`config.mk`:
```
export PLATFORM = sky130hd
export DESIGN_NAME = mem_block_mover
export DESIGN_NICKNAME = d
export VERILOG_FILES = /design/src/rtl/mem_mover_pkg.sv /design/src/rtl/mem_block_mover.sv
export SDC_FILE = /design/constraint.sdc
export NUM_CORES = 1
export LEC_CHECK = 0
export CORE_MARGIN = 1
export CORE_UTILIZATION = 54
export CTS_CLUSTER_DIAMETER = 100
export CTS_CLUSTER_SIZE = 8
export DETAILED_ROUTE_END_ITERATION = 6
export GPL_ROUTABILITY_DRIVEN = 0
export GPL_TIMING_DRIVEN = 0
export HOLD_SLACK_MARGIN = 0.12
export PLACE_DENSITY = 0.92
export SYNTH_ARGS = -nofsm -noshare
export SYNTH_HDL_FRONTEND = slang
export SYNTH_SLANG_ARGS = --single-unit
```
`constraint.sdc`:
```
create_clock -name clk -period 11.29 [get_ports clk]
set_input_delay 3.387 -clock clk [delete_from_list [all_inputs] [get_ports clk]]
set_output_delay 3.387 -clock clk [all_outputs]
set_load 0.05 [all_outputs]
```
`src/rtl/mem_mover_pkg.sv`:
```
// Shared definitions for the memory block mover: controller state encoding
// and operation mode constants.
package mem_mover_pkg;

  typedef enum logic [2:0] {
    ST_IDLE  = 3'd0,
    ST_READ  = 3'd1,
    ST_WRITE = 3'd2,
    ST_FILL  = 3'd3,
    ST_DONE  = 3'd4
  } state_t;

  localparam logic MODE_COPY = 1'b0;
  localparam logic MODE_FILL = 1'b1;

endpackage

```
`src/rtl/mem_block_mover.sv`:
```
// Block copy / block fill engine driving a single-port synchronous memory.
// Memory strobes are Moore outputs decoded from the registered state and word index.
module mem_block_mover
  import mem_mover_pkg::*;
#(
  parameter int ADDR_LEN = 8,
  parameter int WORD_LEN = 8,
  parameter int CNT_LEN  = ADDR_LEN + 1
) (
  input  logic                clk,
  input  logic                rst,
  input  logic                start,
  input  logic                mode,
  input  logic [ADDR_LEN-1:0] src,
  input  logic [ADDR_LEN-1:0] dst,
  input  logic [CNT_LEN-1:0]  len,
  input  logic [WORD_LEN-1:0] fill_val,
  output logic                busy,
  output logic                done,
  output logic [ADDR_LEN-1:0] mem_addr,
  output logic                mem_r_en,
  output logic                mem_w_en,
  output logic [WORD_LEN-1:0] mem_wdata,
  input  logic [WORD_LEN-1:0] mem_rdata
);

  state_t              state_r, state_next_s;
  logic [CNT_LEN-1:0]  idx_r;
  logic [CNT_LEN-1:0]  len_r;
  logic [ADDR_LEN-1:0] src_r;
  logic [ADDR_LEN-1:0] dst_r;
  logic [WORD_LEN-1:0] fill_r;
  logic                accept_s;
  logic                last_s;
  logic [ADDR_LEN-1:0] off_s;

  assign accept_s = (state_r == ST_IDLE) && start;
  assign last_s   = (idx_r == (len_r - {{(CNT_LEN-1){1'b0}}, 1'b1}));
  // Index is at most 2^ADDR_LEN-1, so the low bits are the exact offset.
  assign off_s    = idx_r[ADDR_LEN-1:0];

  // State register
  always_ff @(posedge clk or posedge rst) begin
    if (rst) begin
      state_r <= ST_IDLE;
    end else begin
      state_r <= state_next_s;
    end
  end

  // Operand capture on an accepted start, word index advance after each write
  always_ff @(posedge clk or posedge rst) begin
    if (rst) begin
      idx_r  <= {CNT_LEN{1'b0}};
      len_r  <= {CNT_LEN{1'b0}};
      src_r  <= {ADDR_LEN{1'b0}};
      dst_r  <= {ADDR_LEN{1'b0}};
      fill_r <= {WORD_LEN{1'b0}};
    end else if (accept_s) begin
      idx_r  <= {CNT_LEN{1'b0}};
      len_r  <= len;
      src_r  <= src;
      dst_r  <= dst;
      fill_r <= fill_val;
    end else if (((state_r == ST_WRITE) || (state_r == ST_FILL)) && !last_s) begin
      idx_r  <= idx_r + {{(CNT_LEN-1){1'b0}}, 1'b1};
    end else begin
      idx_r  <= idx_r;
    end
  end

  // Next-state decode
  always_comb begin
    state_next_s = state_r;
    case (state_r)
      ST_IDLE: begin
        if (start) begin
          if (len == {CNT_LEN{1'b0}}) begin
            state_next_s = ST_DONE;
          end else if (mode == MODE_COPY) begin
            state_next_s = ST_READ;
          end else begin
            state_next_s = ST_FILL;
          end
        end else begin
          state_next_s = ST_IDLE;
        end
      end
      ST_READ:  state_next_s = ST_WRITE;
      ST_WRITE: state_next_s = last_s ? ST_DONE : ST_READ;
      ST_FILL:  state_next_s = last_s ? ST_DONE : ST_FILL;
      ST_DONE:  state_next_s = ST_IDLE;
      default:  state_next_s = ST_IDLE;
    endcase
  end

  // Memory strobes and status; write data in WRITE is the word read one cycle earlier
  always_comb begin
    busy      = 1'b0;
    done      = 1'b0;
    mem_addr  = {ADDR_LEN{1'b0}};
    mem_r_en  = 1'b0;
    mem_w_en  = 1'b0;
    mem_wdata = {WORD_LEN{1'b0}};
    case (state_r)
      ST_READ: begin
        busy     = 1'b1;
        mem_r_en = 1'b1;
        mem_addr = src_r + off_s;
      end
      ST_WRITE: begin
        busy      = 1'b1;
        mem_w_en  = 1'b1;
        mem_addr  = dst_r + off_s;
        mem_wdata = mem_rdata;
      end
      ST_FILL: begin
        busy      = 1'b1;
        mem_w_en  = 1'b1;
        mem_addr  = dst_r + off_s;
        mem_wdata = fill_r;
      end
      ST_DONE: done = 1'b1;
      default: busy = 1'b0;
    endcase
  end

endmodule

```
# --- Word level (Yosys, flattened, before mapping) ---
# Cells that the tools add are included.
word_totals:
  input_bits: 45
  wordCells: 38
  ff_bits: 45
  output_inout_bits: 20
classes:
  eq_ne: 5
  n_reduce_logical: 9
  n_mux: 14
  add_sub_neg: 4
op_table:
  columns: ["operator", "count"]
  rows:
  - ["case mux 8 bit (2 select lines)", 2]
  - ["two-way mux 9 bit", 2]
  - ["adder 8 bit", 2]
  - ["two-way mux 3 bit", 4]
  - ["case mux 3 bit (4 select lines)", 1]
  - ["adder 9 x 1 -> 9 bit (second input constant)", 1]
  - ["== test 9 bit", 1]
  - ["logical NOT 9 bit", 1]
  - ["subtractor 9 x 1 -> 9 bit (second input constant)", 1]
  - ["== test 3 x 2 -> 1 bit (second input constant)", 2]
  - ["two-way mux 1 bit", 4]
  - ["== test 3 x 1 -> 1 bit (second input constant)", 1]
  - ["== test 3 bit (second input constant)", 1]
  - ["logical NOT 3 bit", 1]
  - ["OR reduction 3 bit", 1]
  - ["logical AND 1 bit", 2]
  - ["two-way mux 2 bit", 1]
  - ["nonzero test 2 bit", 1]
  - ["OR reduction 2 bit", 1]
  - ["logical NOT 1 bit", 1]
  - ["logical OR 1 bit", 1]

# --- Logic depth before layout (Yosys ltp) ---
# Gate-level depths: netlist (run 1).
logic_depth:
  word_depth: 6
  mapped_depth: 15
  ltp_nobuf: 13

# --- Worst setup path after synthesis (run 1) ---
# OpenSTA, ideal clock, no wires.
synth_timing:
  path_type: "reg2out"
  startpoint: "register state_r[2]"
  endpoint: "output mem_addr[7]"
  required_ns: 7.903
  n_path_buf: 2
  stages_incl_launch_ff: 14
  arrival_time_ns: 4.107
  slack_ns: 3.796
  cell_sequence: "dfrtp_1 nand2b_1 clkbuf_1 inv_1 buf_1 nand2_1 nand2_1 ha_1 a21o_1 a21oi_1 o21ai_0 a2111oi_0 nor4_1 nor3_1"
synth_via:
  elab_chain_len: 3
  word_cells_on_any_way: 5
  cone_classes: "3 x eq/ne; 1 x mux; 1 x reduce/logical"
synth_rtl:
  columns: ["element", "line_no", "rtl"]
  rows:
  - ["start, declared", "mem_block_mover.sv:27", "state_t state_r, state_next_s;"]
  - ["start signal, assigned", "mem_block_mover.sv:47", "state_r <= state_next_s;"]
  - ["== test 3 x 2 -> 1 bit", "mem_block_mover.sv:105", "case (state_r)"]
  - ["OR reduction 2 bit (no source line)", null, null]
  - ["case mux 8 bit (2 select lines) (*)", "mem_block_mover.sv:105", null]
  - ["end, declared", "mem_block_mover.sv:20", "output logic [ADDR_LEN-1:0] mem_addr,"]
# Mark *: on every way between the ends. The rest lies on a longest branch, timed or not.

# --- Final worst setup path (run 1) ---
layout_timing:
  startpoint: "input mem_rdata[5]"
  endpoint: "output mem_wdata[5]"
layout_via:
  elab_chain_len: 1
layout_rtl:
  columns: ["element", "line_no", "rtl"]
  rows:
  - ["start, declared", "mem_block_mover.sv:24", "input logic [WORD_LEN-1:0] mem_rdata"]
  - ["case mux 8 bit (2 select lines)", "mem_block_mover.sv:105", null]
  - ["end, declared", "mem_block_mover.sv:23", "output logic [WORD_LEN-1:0] mem_wdata,"]
# No other way between the ends.

==> flow_metrics.env, run 1 <==
export IMPL_outcome="completed"
export IMPL_area_growth_pct=30.6
export IMPL_via_per_inst=5.60
export IMPL_tritoncts="done"
export IMPL_relSlewSlack_pct=24.8
export IMPL_cp_max_fo=1
export IMPL_hp_class="reg -> reg"
export IMPL_critPathTopFamily="buffers and inverters"
export IMPL_synth_flop_cell="dfrtp_1"
export IMPL_crit_chain="clkdlybuf4s50_1 -> mux2i_1 -> nor2_1 -> clkdlybuf4s50_1"
export IMPL_yosysMostFrequentCell="nand2_1"
export IMPL_numPortBuffers=64
export IMPL_rows=26
export IMPL_clock_skew_ps=11.1
export IMPL_clk_latency_ps=310
export IMPL_dieWidth_um=74.5
export IMPL_clock_sinks=45
export IMPL_async_reset_ff_share_pct=100
export IMPL_syn_instance_count=348
export IMPL_vias=2750
export IMPL_core_area_um2=5070
export IMPL_syn_nets=403
export IMPL_yosysWarnings=0
export IMPL_cp_depth=4
export IMPL_synthSimpleGateAreaFrac_pct=29.7
export IMPL_grt_setup_unrepaired="false"
export IMPL_r2r_cells=8
export IMPL_cts_buffer_depth=2
export IMPL_synthXorXnorAreaFrac_pct=3.66
export IMPL_dr_first_iter_drc_count=196
export IMPL_die_h_um=74.5
export IMPL_critPathCaptureType="output pin"
export IMPL_dp_hpwl_um=5350
export IMPL_cts_buffers=5
export IMPL_num_io_pins=65
export IMPL_timing_hold_ws_ps=491
export IMPL_grt_usage_pct=29.7
export IMPL_ff2ff_setup_slack_ps=8610
export IMPL_wirelength_um=7490
export IMPL_synth_area_per_cell_um2=8.15
export IMPL_grt_pass1_wl_um=12300
export IMPL_synth_edf_count=0
export IMPL_arrival_ps=4870
export IMPL_synth_mux_area_share_pct=6.22
export IMPL_grt_max_degree=45
export IMPL_cts_root_buf="clkbuf_8"
export IMPL_hold_viol_final=0
export IMPL_fin_tns_setup_ps=0
export IMPL_cp_slowest_cell="clkdlybuf4s50_1"
export IMPL_synthDistinctLibCells=54
export IMPL_yosysTopAreaCellShare_pct=39.7
export IMPL_ys_seq_area_share_pct=39.7
export IMPL_reg2reg_to="idx_r[1]"
export IMPL_crit_type="in -> out"
export IMPL_grt_overflow_total=0
export IMPL_ys_top_cells_by_area="dfrtp_1, nand2_1, mux2i_1"
export IMPL_ant_nets=0
export IMPL_start_util_pct=55.9
export IMPL_ctsResizeCount=0
export IMPL_drt_first_pass_iters=5
export IMPL_finalNonFillerCells=491
export IMPL_synth_top_family_by_area="simple AND/OR/NAND/NOR gates"
export IMPL_place_area_um2=3590
export IMPL_netlist_top_cells_count="nand2_1, dfrtp_1, nor2_1, inv_1, mux2i_1"
export IMPL_finalSetupViolCount=0
export IMPL_antennaDiodeCount=0
export IMPL_die_area_um2=5550
export IMPL_hold_buffers=0
export IMPL_critPathRequiredTime_ps=7900
export IMPL_worstSetupStartpoint="mem_rdata[5]"
export IMPL_fin_crit_sh_pct=73.1
export IMPL_clk_pin_slew_ps=80
export IMPL_max_freq_ghz=0.121
export IMPL_cts_htree_levels=2
export IMPL_synthesis_area_um2=2840
export IMPL_cp_common_cell="clkdlybuf4s50_1"
export IMPL_antenna_found_initial=0
export IMPL_synth_compound_area_share_pct=12.2
export IMPL_yosys_register_bits=45
export IMPL_post_cts_buffers=0
export IMPL_drive_above_1_share_pct=6.41
export IMPL_period_needed_ps=8260
export IMPL_start_kind="input port"
export IMPL_final_max_slew_viol_count=0
export IMPL_tightest_slew_ps=1110
export IMPL_synth_fa_ha_area_share_pct=4.67
export IMPL_worst_path_largest_cell_delay_ps=830
export IMPL_synth_top_area_cell="dfrtp_1"
export IMPL_fill_cells=389
export IMPL_cp_num_buf_inv=2
export IMPL_final_nets=475
export IMPL_post_drt_wl_per_cell_um=15.2
export IMPL_cp_endpoint="mem_wdata[5]"
export IMPL_drv_cap=0
export IMPL_placed_cells=483
export IMPL_grt_pass1_vias=2758
export IMPL_design_area_um2=3710
export IMPL_drcViolationCount=0
export IMPL_r2r_start="len_r[0]"
worst reg2reg max path, stage by stage (launching register included):
cell	delay, ps
dfrtp_1	530
inv_1	120
ha_1	320
and2_1	210
o21a_1	180
o21ai_0	270
o2111ai_4	300
o21ai_2	330
mux2_4	330
routing by layer:
| metal | vias up | part of all wire (%) | track usage, % |
|---|---|---|---|
| met5 | - | 0 | 0 |
| met4 | 0 | 3.3 | 12.8 |
| met3 | 31 | 6.1 | 6.91 |
| met2 | 125 | 51 | 52.7 |
| met1 | 1296 | 40 | 34.2 |
| li1 | 1298 | - | - |
stage by stage:
step | utilization [%] | worst slack [ps]
after floorplan | - | 3800
after global placement | 70.3 | 3080
after detailed placement | 70.7 | 3050
after CTS | 73.0 | 3030
after global routing | 73.0 | 2980
final | 73.0 | 3030
cell type report:
class / count / area, µm² / share of cell area, %
buffer: 14 / 55.1 / 1.49
clock buffer: 6 / 82.6 / 2.23
clock inverter: 2 / 37.5 / 1.01
inverter: 15 / 56.3 / 1.52
multi-input combinational: 274 / 1600 / 43.2
sequential: 45 / 1130 / 30.4
tap: 70 / 87.6 / 2.36
timing repair buffer: 65 / 661 / 17.8
sequential cells by signal, indices dropped and copies added, names as in the netlist:
signal / flops
dst_r: 8
len_r: 9
fill_r: 8
src_r: 8
state_r: 3
idx_r: 9
worst min-delay path by stage:
| stage | from | endpoint | slack (ps) | cells past startpoint |
|---|---|---|---|---|
| finish | src_r[3] | src_r[3] | 490 | 2 |
| CTS | src_r[3] | src_r[3] | 490 | 2 |
| global placement | dst_r[6] | dst_r[6] | 460 | 2 |
| floorplan | src_r[7] | src_r[7] | 440 | 2 |
| global route | src_r[5] | src_r[5] | 510 | 2 |
| detailed placement | src_r[3] | src_r[3] | 470 | 2 |
placed cells by master (no fill, tap or decap), types with 2 or more instances in the layout:
master	count
clkdlybuf4s50_1	64
buf_1	2
nor2_1	27
inv_1	14
ha_1	9
o21ai_1	2
a21oi_1	6
nor2b_1	2
mux2i_1	15
o2111ai_1	2
nand3_1	5
or2_2	2
xor2_1	5
nand3b_1	2
dfrtp_1	45
o21ai_2	3
o21ai_0	9
a211oi_1	3
nor3_1	10
nor3b_1	2
clkbuf_1	10
and2_1	3
o211ai_1	5
xnor2_1	5
nand2b_1	2
nand2_1	125
clkbuf_8	6
nand4_1	2
nor4_1	3
logic make-up (layout without fill, tap and decap cells):
logic type	count (synthesis)	in the layout
buf+inv	29	102
compound gates	44	44
fa+ha+maj	10	10
xor+xnor	11	11
simple gates	192	192
flops	45	45
mux	17	17
Power of run 1 is not shown: default switching activity piles up to over one toggle a cycle in this logic, so the estimate is an artifact.
==> inputs of run 2 (changes only) <==
CORE_UTILIZATION = 46   (was 54)
PLACE_DENSITY = 0.84   (was 0.92)
clock period = 7.1 ns   (was 11.29 ns; I/O delays follow)
==> run 2 against run 1 <==
  * Worst setup slack worse by 2600 ps
  * Count of clock-buffer cells in the layout unchanged
  * Sequential cell count stayed put
  * Cell count grew 1.0%
  * Core utilization is 11 points lower
  * Wire length decreased by 5.0%
  * Clock skew fell by 7.2 ps
  * Critical path depth is 10 higher
  * Critical path type is now reg -> out
  * Largest cell class unchanged
  * Highest routed layer unchanged
==> flow_metrics.env, run 2 (synthesized netlist as in run 1, its figures left out) <==
export IMPL_outcome="completed"
export IMPL_cts_root_buf="clkbuf_8"
export IMPL_antennaDiodeCount=0
export IMPL_place_area_um2=3590
export IMPL_final_max_slew_viol_count=0
export IMPL_clock_sinks=45
export IMPL_cp_max_fo=10
export IMPL_critPathRequiredTime_ps=4970
export IMPL_gr_usage_met3_pct=3.98
export IMPL_rows=28
export IMPL_drive_above_1_share_pct=6.18
export IMPL_fin_crit_sh_pct=94.1
export IMPL_placed_cells=488
export IMPL_clk_pin_slew_ps=80
export IMPL_layout_common_cells="nand2_1, clkdlybuf4s50_1, dfrtp_1, nor2_1, mux2i_1"
export IMPL_numPortBuffers=64
export IMPL_final_nets=475
export IMPL_whs_path_depth=2
export IMPL_layout_commonest_cell="nand2_1"
export IMPL_grt_overflow_total=0
export IMPL_drcViolationCount=0
export IMPL_crit_chain="nand2b_1 -> clkbuf_1 -> inv_1 -> buf_1 -> nand2_1 -> nand2_1 -> ha_1 -> a21o_1 -> a21oi_1 -> o21ai_0 -> a2111oi_1 -> nor4_1 -> nor3_1 -> clkdlybuf4s50_1"
export IMPL_p_per_area_nw_per_um2=564
export IMPL_cp_common_cell="nand2_1"
export IMPL_cellLeakagePower_uw=0.00173
export IMPL_tritoncts="done"
export IMPL_worst_path_largest_cell_delay_ps=830
export IMPL_drv_cap=0
export IMPL_critPathCaptureType="output pin"
export IMPL_drt_first_pass_iters=4
export IMPL_die_area_um2=6490
export IMPL_hold_buffers=0
export IMPL_cp_depth=14
export IMPL_finalNonFillerCells=496
export IMPL_crit_type="reg -> out"
export IMPL_wirelength_um=7110
export IMPL_post_cts_buffers=0
export IMPL_num_io_pins=65
export IMPL_dp_hpwl_um=5400
export IMPL_grt_pass1_wl_um=11900
export IMPL_start_util_pct=47.9
export IMPL_critPathTopFamily="buffers and inverters"
export IMPL_clk_latency_ps=310
export IMPL_clock_skew_ps=3.90
export IMPL_antenna_found_initial=0
export IMPL_ant_nets=0
export IMPL_cp_num_buf_inv=4
export IMPL_design_area_um2=3680
export IMPL_grt_setup_unrepaired="false"
export IMPL_use_met1_pct=29.1
export IMPL_cts_htree_levels=2
export IMPL_period_needed_ps=6680
export IMPL_relSlewSlack_pct=33.8
export IMPL_grt_pass1_vias=2648
export IMPL_grt_use_met2_pct=43.0
export IMPL_post_drt_wl_per_cell_um=14.3
export IMPL_start_kind="flop"
export IMPL_via_per_inst=5.37
export IMPL_dieWidth_um=80.5
export IMPL_tightest_slew_ps=979
export IMPL_busiest_layer="met2"
export IMPL_max_freq_ghz=0.150
export IMPL_core_area_um2=5920
export IMPL_grt_max_degree=42
export IMPL_hp_class="reg -> reg"
export IMPL_hold_viol_final=0
export IMPL_grt_usage_pct=24.1
export IMPL_arrival_ps=4550
export IMPL_r2r_cells=8
export IMPL_ir_worst_vdd_v=0.000432
export IMPL_vias=2664
export IMPL_cp_slowest_cell="clkdlybuf4s50_1"
export IMPL_cts_buffers=5
export IMPL_cts_buffer_depth=2
export IMPL_die_h_um=80.5
export IMPL_fin_tns_setup_ps=0
export IMPL_finalSetupViolCount=0
export IMPL_area_growth_pct=29.7
export IMPL_reg_top3="idx_r x9, len_r x9"
export IMPL_dr_first_iter_drc_count=198
==> run 2: metrics by stage <==
stage	util (%)	setup WS [ps]	hold WS, ps	total power (µW)
6_report	62.2	419	480	2080
4_1_cts	62.2	336	484	2070
2_1_floorplan	-	863	445	1500
3_5_place_dp	60.7	717	463	1910
5_1_grt	62.2	91.5	502	2210
3_3_place_gp	60.3	907	457	1860
==> run 2: timing repair <==
action | in CTS | in global routing
endpoints found under the hold margin | 0 | 0
resized for setup | 0 | 1
endpoints found under the setup margin | 0 | 1
==> run 2: path summary, 6_finish.rpt <==
path / slack (ps) / start / end
max: 420 / state_r[2] / mem_addr[7]
min: 480 / dst_r[0] / dst_r[0]
max reg2reg: 4480 / len_r[0] / idx_r[1]
min reg2reg: 480 / dst_r[0] / dst_r[0]
max in group asynchronous: 4660 / rst / dst_r[3]
min in group asynchronous: 2010 / rst / fill_r[0]
==> run 2: worst reg2reg max path, cell delays in order, from the launching register on <==
cell,delay (ps)
dfrtp_1,530
inv_1,100
ha_1,310
and2_1,200
o21a_1,190
o21ai_0,300
o2111ai_4,290
o21ai_2,280
mux2_4,320
==> run 2: area by class of cell <==
cell class | count | area [µm²]
inverters | 15 | 56.3
multi-input cells | 274 | 1600
repair buffers | 65 | 661
fillers | 492 | 2240
well taps | 75 | 93.8
clock inverters | 2 | 15.0
clock buffers | 6 | 72.6
plain buffers | 14 | 55.1
flip-flops and latches | 45 | 1130
==> run 2: routing by layer <==
layer	vias up	wire (µm)	part of all wire [%]
met2	90	3560	50
met4	0	118	1.7
met1	1265	3030	43
met5	-	0	0
met3	9	405	5.7
li1	1300	-	-
==> run 2: report_power, final <==
group	switching [µW]	internal (µW)
sequential	113	371
combinational	906	523
clock	94.4	69.5
Note: power is estimated with default switching activity, not from simulation.
